--- src/rtl/regfile_mp_sb_pkg.sv ---
// Shared constants and helpers for the multi-port register file with a write-pending scoreboard.
package regfile_mp_sb_pkg;

  localparam int unsigned REG_ADDR_W = 4;
  localparam logic [REG_ADDR_W-1:0] PC_IDX = 4'd15;
  localparam int unsigned NUM_WR = 2;
  localparam int unsigned CNT_W = 5;

  // Value loaded into register idx on reset.
  function automatic int unsigned rst_val(input int unsigned idx);
    return idx;
  endfunction

endpackage

--- src/rtl/regfile_mp_sb_if.sv ---
// ID/WB-side bus of the register file: read ports, write ports, issue and flush.
interface regfile_mp_sb_if
  import regfile_mp_sb_pkg::*;
#(
  parameter int unsigned DATA_LEN = 32,
  parameter int unsigned NUM_RD   = 3
);

  logic [NUM_RD*REG_ADDR_W-1:0] rd_addr;
  logic [NUM_RD*DATA_LEN-1:0]   rd_data;
  logic [NUM_RD-1:0]            rd_hazard;
  logic [NUM_WR-1:0]            wr_en;
  logic [NUM_WR*REG_ADDR_W-1:0] wr_addr;
  logic [NUM_WR*DATA_LEN-1:0]   wr_data;
  logic                         iss_en;
  logic [REG_ADDR_W-1:0]        iss_dest;
  logic                         flush;
  logic [CNT_W-1:0]             pending_cnt;

  modport master (
    output rd_addr, wr_en, wr_addr, wr_data, iss_en, iss_dest, flush,
    input  rd_data, rd_hazard, pending_cnt
  );

  modport slave (
    input  rd_addr, wr_en, wr_addr, wr_data, iss_en, iss_dest, flush,
    output rd_data, rd_hazard, pending_cnt
  );

endinterface

--- src/rtl/regfile_mp_sb_scoreboard.sv ---
// Per-register write-pending bits and a running count of them.
module regfile_mp_sb_scoreboard
  import regfile_mp_sb_pkg::*;
#(
  parameter int unsigned NUM_REGS = 15
) (
  input  logic                         clk,
  input  logic                         rst,
  input  logic                         flush_i,
  input  logic                         set_en_i,
  input  logic [REG_ADDR_W-1:0]        set_idx_i,
  input  logic [NUM_WR-1:0]            clr_en_i,
  input  logic [NUM_WR*REG_ADDR_W-1:0] clr_idx_i,
  output logic [NUM_REGS-1:0]          pending_o,
  output logic [CNT_W-1:0]             pending_cnt_o
);

  logic [NUM_REGS-1:0] pend_q, pend_d;
  logic [CNT_W-1:0]    cnt_q, cnt_d;
  logic [CNT_W-1:0]    n_rise, n_fall;

  // Set is applied after clears so a new producer keeps ownership.
  always_comb begin
    pend_d = pend_q;
    n_rise = '0;
    n_fall = '0;
    if (flush_i) begin
      pend_d = '0;
    end else begin
      for (int unsigned p = 0; p < NUM_WR; p++) begin
        if (clr_en_i[p]) pend_d[clr_idx_i[p*REG_ADDR_W +: REG_ADDR_W]] = 1'b0;
      end
      if (set_en_i) pend_d[set_idx_i] = 1'b1;
    end
    for (int unsigned i = 0; i < NUM_REGS; i++) begin
      n_rise = n_rise + CNT_W'(pend_d[i] & ~pend_q[i]);
      n_fall = n_fall + CNT_W'(pend_q[i] & ~pend_d[i]);
    end
    cnt_d = flush_i ? '0 : (cnt_q + n_rise - n_fall);
  end

  always_ff @(posedge clk) begin
    if (rst) begin
      pend_q <= '0;
      cnt_q  <= '0;
    end else begin
      pend_q <= pend_d;
      cnt_q  <= cnt_d;
    end
  end

  assign pending_o     = pend_q;
  assign pending_cnt_o = cnt_q;

endmodule

--- src/rtl/regfile_mp_sb.sv ---
// Multi-port GPR file (r0..r14) with two write ports, same-cycle bypass and hazard gating.
module regfile_mp_sb
  import regfile_mp_sb_pkg::*;
#(
  parameter int unsigned NUM_REGS = 15,
  parameter int unsigned DATA_LEN = 32,
  parameter int unsigned NUM_RD   = 3,
  parameter int unsigned BYPASS   = 1
) (
  input  logic            clk,
  input  logic            rst,
  regfile_mp_sb_if.slave  bus
);

  localparam logic [REG_ADDR_W-1:0] LAST_IDX = REG_ADDR_W'(NUM_REGS - 1);

  // PC is never stored here even if NUM_REGS were widened.
  function automatic logic addr_ok(input logic [REG_ADDR_W-1:0] a);
    return (a <= LAST_IDX) && (a != PC_IDX);
  endfunction

  logic [DATA_LEN-1:0]   regs_q [NUM_REGS];
  logic [DATA_LEN-1:0]   regs_d [NUM_REGS];
  logic [REG_ADDR_W-1:0] wa [NUM_WR];
  logic [DATA_LEN-1:0]   wd [NUM_WR];
  logic [NUM_WR-1:0]     wv;
  logic [REG_ADDR_W-1:0] ra [NUM_RD];
  logic [DATA_LEN-1:0]   rv [NUM_RD];
  logic [NUM_RD-1:0]     rhit;
  logic [NUM_REGS-1:0]   pending;

  always_comb begin
    for (int unsigned p = 0; p < NUM_WR; p++) begin
      wa[p] = bus.wr_addr[p*REG_ADDR_W +: REG_ADDR_W];
      wd[p] = bus.wr_data[p*DATA_LEN +: DATA_LEN];
      wv[p] = bus.wr_en[p] && addr_ok(wa[p]);
    end
  end

  // Highest port applied first so port 0 overwrites on an address collision.
  always_comb begin
    for (int unsigned i = 0; i < NUM_REGS; i++) regs_d[i] = regs_q[i];
    for (int p = NUM_WR - 1; p >= 0; p--) begin
      if (wv[p]) regs_d[wa[p]] = wd[p];
    end
  end

  always_ff @(posedge clk) begin
    if (rst) begin
      for (int unsigned i = 0; i < NUM_REGS; i++) regs_q[i] <= DATA_LEN'(rst_val(i));
    end else begin
      for (int unsigned i = 0; i < NUM_REGS; i++) regs_q[i] <= regs_d[i];
    end
  end

  // Combinational read with optional bypass from the write ports.
  always_comb begin
    bus.rd_data   = '0;
    bus.rd_hazard = '0;
    for (int unsigned k = 0; k < NUM_RD; k++) begin
      ra[k]   = bus.rd_addr[k*REG_ADDR_W +: REG_ADDR_W];
      rv[k]   = '0;
      rhit[k] = 1'b0;
      if (addr_ok(ra[k])) begin
        rv[k] = regs_q[ra[k]];
        if (BYPASS != 0) begin
          for (int p = NUM_WR - 1; p >= 0; p--) begin
            if (wv[p] && (wa[p] == ra[k])) begin
              rhit[k] = 1'b1;
              rv[k]   = wd[p];
            end
          end
        end
        bus.rd_hazard[k] = pending[ra[k]] & ~rhit[k];
      end
      bus.rd_data[k*DATA_LEN +: DATA_LEN] = rv[k];
    end
  end

  regfile_mp_sb_scoreboard #(
    .NUM_REGS (NUM_REGS)
  ) u_sb (
    .clk           (clk),
    .rst           (rst),
    .flush_i       (bus.flush),
    .set_en_i      (bus.iss_en && addr_ok(bus.iss_dest)),
    .set_idx_i     (bus.iss_dest),
    .clr_en_i      (wv),
    .clr_idx_i     (bus.wr_addr),
    .pending_o     (pending),
    .pending_cnt_o (bus.pending_cnt)
  );

endmodule

--- src/flat_wrapper.sv ---
// flat-port wrapper written by rule: the top's interface ports become plain ports
module regfile_mp_sb_flat import regfile_mp_sb_pkg::*;
#(
  parameter int unsigned NUM_REGS = 15,
  parameter int unsigned DATA_LEN = 32,
  parameter int unsigned NUM_RD   = 3,
  parameter int unsigned BYPASS   = 1
)
  (clk, rst, bus_rd_addr, bus_wr_en, bus_wr_addr, bus_wr_data, bus_iss_en, bus_iss_dest, bus_flush, bus_rd_data, bus_rd_hazard, bus_pending_cnt);
  regfile_mp_sb_if #(.DATA_LEN(DATA_LEN), .NUM_RD(NUM_RD)) bus_i ();
  input  logic clk;
  input  logic rst;
  input wire logic [$bits(bus_i.rd_addr)-1:0] bus_rd_addr;
  input wire logic [$bits(bus_i.wr_en)-1:0] bus_wr_en;
  input wire logic [$bits(bus_i.wr_addr)-1:0] bus_wr_addr;
  input wire logic [$bits(bus_i.wr_data)-1:0] bus_wr_data;
  input wire logic [$bits(bus_i.iss_en)-1:0] bus_iss_en;
  input wire logic [$bits(bus_i.iss_dest)-1:0] bus_iss_dest;
  input wire logic [$bits(bus_i.flush)-1:0] bus_flush;
  output wire logic [$bits(bus_i.rd_data)-1:0] bus_rd_data;
  output wire logic [$bits(bus_i.rd_hazard)-1:0] bus_rd_hazard;
  output wire logic [$bits(bus_i.pending_cnt)-1:0] bus_pending_cnt;
  assign bus_i.rd_addr = bus_rd_addr;
  assign bus_i.wr_en = bus_wr_en;
  assign bus_i.wr_addr = bus_wr_addr;
  assign bus_i.wr_data = bus_wr_data;
  assign bus_i.iss_en = bus_iss_en;
  assign bus_i.iss_dest = bus_iss_dest;
  assign bus_i.flush = bus_flush;
  assign bus_rd_data = bus_i.rd_data;
  assign bus_rd_hazard = bus_i.rd_hazard;
  assign bus_pending_cnt = bus_i.pending_cnt;
  regfile_mp_sb #(.NUM_REGS(NUM_REGS), .DATA_LEN(DATA_LEN), .NUM_RD(NUM_RD), .BYPASS(BYPASS)) u_core (.clk(clk), .rst(rst), .bus(bus_i));
endmodule
--- config.mk ---
export PLATFORM = sky130hd
export DESIGN_NAME = regfile_mp_sb_flat
export DESIGN_NICKNAME = d
export VERILOG_FILES = /design/src/rtl/regfile_mp_sb_pkg.sv /design/src/rtl/regfile_mp_sb_if.sv /design/src/rtl/regfile_mp_sb_scoreboard.sv /design/src/rtl/regfile_mp_sb.sv /design/src/flat_wrapper.sv
export SDC_FILE = /design/constraint.sdc
export NUM_CORES = 2
export LEC_CHECK = 0
export CAP_MARGIN = 25
export CELL_PAD_IN_SITES_DETAIL_PLACEMENT = 1
export CELL_PAD_IN_SITES_GLOBAL_PLACEMENT = 2
export CORE_MARGIN = 3
export CORE_UTILIZATION = 41
export DETAILED_ROUTE_END_ITERATION = 8
export HOLD_SLACK_MARGIN = 0.02
export PLACE_DENSITY_LB_ADDON = 0.1
export SLEW_MARGIN = 20
export SYNTH_ARGS = -nofsm -noshare
export SYNTH_HDL_FRONTEND = slang
export SYNTH_SLANG_ARGS = --single-unit
export TNS_END_PERCENT = 30
--- constraint.sdc ---
create_clock -name clk -period 11.1 [get_ports clk]
set_input_delay 2.22 -clock clk [delete_from_list [all_inputs] [get_ports clk]]
set_output_delay 2.22 -clock clk [all_outputs]
set_load 0.005 [all_outputs]
==> results.yml <==
run_status:
  status: "finished clean"
timing:
  timing.slew.headroom_pct: 17.7
  worst_pin_slew_ns: 1.23
  fin_tns_setup_ns: 0
  finalCriticalPeriod_ns: 8.91
  setup_violations: 0
  skew_ns: 0.00770
  timing.final.crit_share_pct: 80.3
  rsz0062_at_grt: "no"
  hold_violations: 0
  max_freq_mhz: 112
  drv_slew: 0
worst_setup_path:
  max_stage_delay_ns: 0.88
  slowest_stage: "o22ai_4"
  path_class: "in -> out"
  rr_endpoint: "u_core.u_sb.pending_cnt_o[4]$_SDFF_PP0_"
  crit_required_ns: 8.88
  crit_chain: "clkdlybuf4s50_1 -> nand2_1 -> o21ai_1 -> buf_4 -> o22ai_4 -> buf_4 -> a311oi_1 -> a211oi_1 -> clkdlybuf4s50_1"
  reg2reg_depth: 18
  worstSetupStartpoint: "bus_wr_addr[6]"
  crit_end: "bus_rd_data[69]"
  cp-start-kind: "input port"
  r2r_slack_ns: 5.61
  endpoint_kind: "output pin"
  worstPathArrival_ns: 6.69
  cp_max_fo: 13
  rr_startpoint: "u_core.u_sb.pending_o[3]$_SDFF_PP0_"
finish:
  area_growth_pct: 11.3
  fin_cells: 5759
  fin_nets: 4590
  fillers: 10800
  drive_gt1_share_pct: 14.4
synth:
  ys_top_cells_by_area: "dfxtp_1 (26%), mux4_2 (13%), mux2i_1 (7.6%), nor2_1 (7.1%), a311oi_1 (6.7%)"
  synth_edf_count: 0
  synth_top_flop_cell: "dfxtp_1"
  synth_warnings: 0
  syn_area_um2: 38600
  postSynthNetCount: 4796
  syn_area_per_cell_um2: 8.26
  synth_top_cell_by_area: "dfxtp_1"
  async_flop_share_pct: 0
  yosys.area.top_type_share_pct: 26.0
  synthDistinctLibCells: 72
  ys_seq_elements: 500
  yosysSeqAreaShare_pct: 26.0
  netlist_instances: 4668
clocking:
  cts_root_buf: "clkbuf_16"
  postCtsHoldBufs: 0
  cts_tree: "yes"
  clk_pin_slew_ns: 0.06
  postCtsSetupBuffers: 0
  clockBufferDepth: 3
  clk_latency_ns: 0.63
  numCtsBuffers: 68
  htreeDepth: 3
  ctsResizeCount: 0
  clock_sinks: 500
placement:
  placed_cells: 5633
  place_congestion: 0.865
  dp_hpwl_mm: 115
  io_buffers: 197
flow_run:
  maxCapViolCount: 0
floorplan:
  die_w_um: 313
  core_um2: 92500
  initial_utilization_pct: 41.7
  die_y_um: 313
  rows: 111
  die_area_um2: 97800
  io_pins: 198
route:
  vias: 40500
  wl_per_cell_um: 34.7
  drt_iter0_markers: 5083
  drc: 0
  drtAntennaViolNets: 0
  wl_mm: 200
  dr.pass1.iters: 7
  via_per_inst: 7.03
power:
  finalPower_mw: 5.38
  powerDensity_nw_per_um2: 125
  vdd_drop_max_uv: 171
  p_leak_nw: 15.3
grt:
  grt_pass1_vias: 39600
  antenna_found_initial: 10
  grt_max_degree: 195
  grt_pass1_wl_mm: 288
  globalRouteOverflowTotal: 0
  grt_usage_pct: 39.5
hold_path:
  hold_path.class: "reg -> reg"
  hold_path_depth: 2
  min_from: "u_core.regs_q[0][1]$_SDFF_PP0_"
-- routing by layer --
metal  vias up  GRT usage (%)  part of all wire (%)
li1      16800              -                     -
met1     20700           52.7                    40
met2      2436           60.3                    44
met3       551           9.59                    11
met4        10           18.6                   5.3
met5         -              0                 0.035
-- final cells by class --
type / instances / area, µm² / share of cell area [%]
multi-input cells: 3509 / 25800 / 60.1
flip-flops and latches: 500 / 10000 / 23.3
repair buffers: 314 / 2980 / 6.94
clock buffers: 101 / 2050 / 4.77
well taps: 1243 / 1560 / 3.62
inverters: 69 / 259 / 0.603
clock inverters: 17 / 246 / 0.574
diodes: 6 / 15.0 / 0.0350
-- power by group --
group	internal, mW	switching, mW	total (mW)
Sequential	1.86	0.0704	1.93
Combinational	0.437	0.684	1.12
Clock	1.39	0.945	2.34
Total	3.69	1.70	5.38
-- worst min path at each step --
stage	slack, ns	to
floorplan	0.47	u_core.regs_q[4][25]$_SDFF_PP0_
global placement	0.49	u_core.regs_q[11][19]$_SDFF_PP0_
detailed placement	0.50	u_core.regs_q[0][1]$_SDFF_PP0_
CTS	0.51	u_core.regs_q[0][1]$_SDFF_PP0_
global route	0.53	u_core.regs_q[0][24]$_SDFF_PP0_
finish	0.51	u_core.regs_q[0][1]$_SDFF_PP0_
-- flip-flops by register name, summed over array words and instances, names as in the netlist --
register / count
u_core.u_sb.pending_cnt_o: 5
u_core.regs_q: 480
u_core.u_sb.pending_o: 15
-- cells in the mapped netlist (68+ instances only) --
cell type,number
o21ai_0,113
mux4_2,228
nand2_1,565
nand3_1,164
mux2i_1,294
a211oi_1,270
a311oi_1,293
clkbuf_1,356
a21oi_1,216
buf_2,108
mux2_2,83
nor2_1,727
inv_1,68
dfxtp_1,500
-- worst max-delay path: cells and delay by family --
kind	cells	cell delay (ns)
AND/OR/NAND/NOR	1	0.60
AO/OA/AOI/OAI	4	1.70
buffers and inverters	4	2.14
-- cells in the final DEF, fill, tap and decap left out, drive strengths merged, types with 5 or more instances in the layout --
cell type | synthesis | final
nor2 | 728 | 728
nand2 | 565 | 565
dfxtp | 500 | 500
mux2i | 294 | 294
a311oi | 293 | 293
a211oi | 271 | 271
mux4 | 230 | 230
a21oi | 216 | 216
clkdlybuf4s50 | 0 | 184
nand3 | 164 | 164
o21ai | 130 | 130
buf | 234 | 130
clkbuf | 356 | 101
mux2 | 92 | 92
inv | 68 | 71
nor2b | 68 | 68
a31oi | 53 | 53
or2 | 38 | 38
a211o | 34 | 34
a22oi | 30 | 30
o21a | 28 | 28
xnor2 | 25 | 25
fa | 25 | 25
o2111ai | 22 | 22
nor3 | 18 | 18
a221o | 17 | 17
o31a | 16 | 16
a221oi | 15 | 15
nand2b | 14 | 14
a22o | 12 | 12
or3 | 12 | 12
a32oi | 11 | 11
nand4 | 10 | 10
o22ai | 10 | 10
o211ai | 9 | 9
ha | 9 | 9
clkinv | 1 | 9
diode | 0 | 6
a2111oi | 6 | 6
bufinv | 0 | 5
-- logic make-up (layout without fill, tap and decap cells) --
| group | after synthesis | in the layout | share of synthesized area (%) |
|---|---|---|---|
| simple gates | 1647 | 1647 | 17.9 |
| compound gates | 1183 | 1183 | 22.2 |
| buf+inv | 659 | 501 | 7.88 |
| mux | 616 | 616 | 23.8 |
| flops | 500 | 500 | 26.0 |
| fa+ha+maj | 34 | 34 | 1.59 |
| xor+xnor | 29 | 29 | 0.659 |
| other cells | 0 | 6 | 0 |
-- metrics by stage --
step	worst slack, ns	hold WS [ns]	util, %	area [µm²]
after floorplan	3.43	0.473	-	38600
after global placement	1.92	0.493	43.8	40500
after detailed placement	1.88	0.499	43.9	40600
after CTS	2.25	0.507	46.3	42900
after global routing	2.24	0.533	46.4	42900
final	2.19	0.511	46.4	42900
No activity file was read; power rests on OpenSTA's default activity.
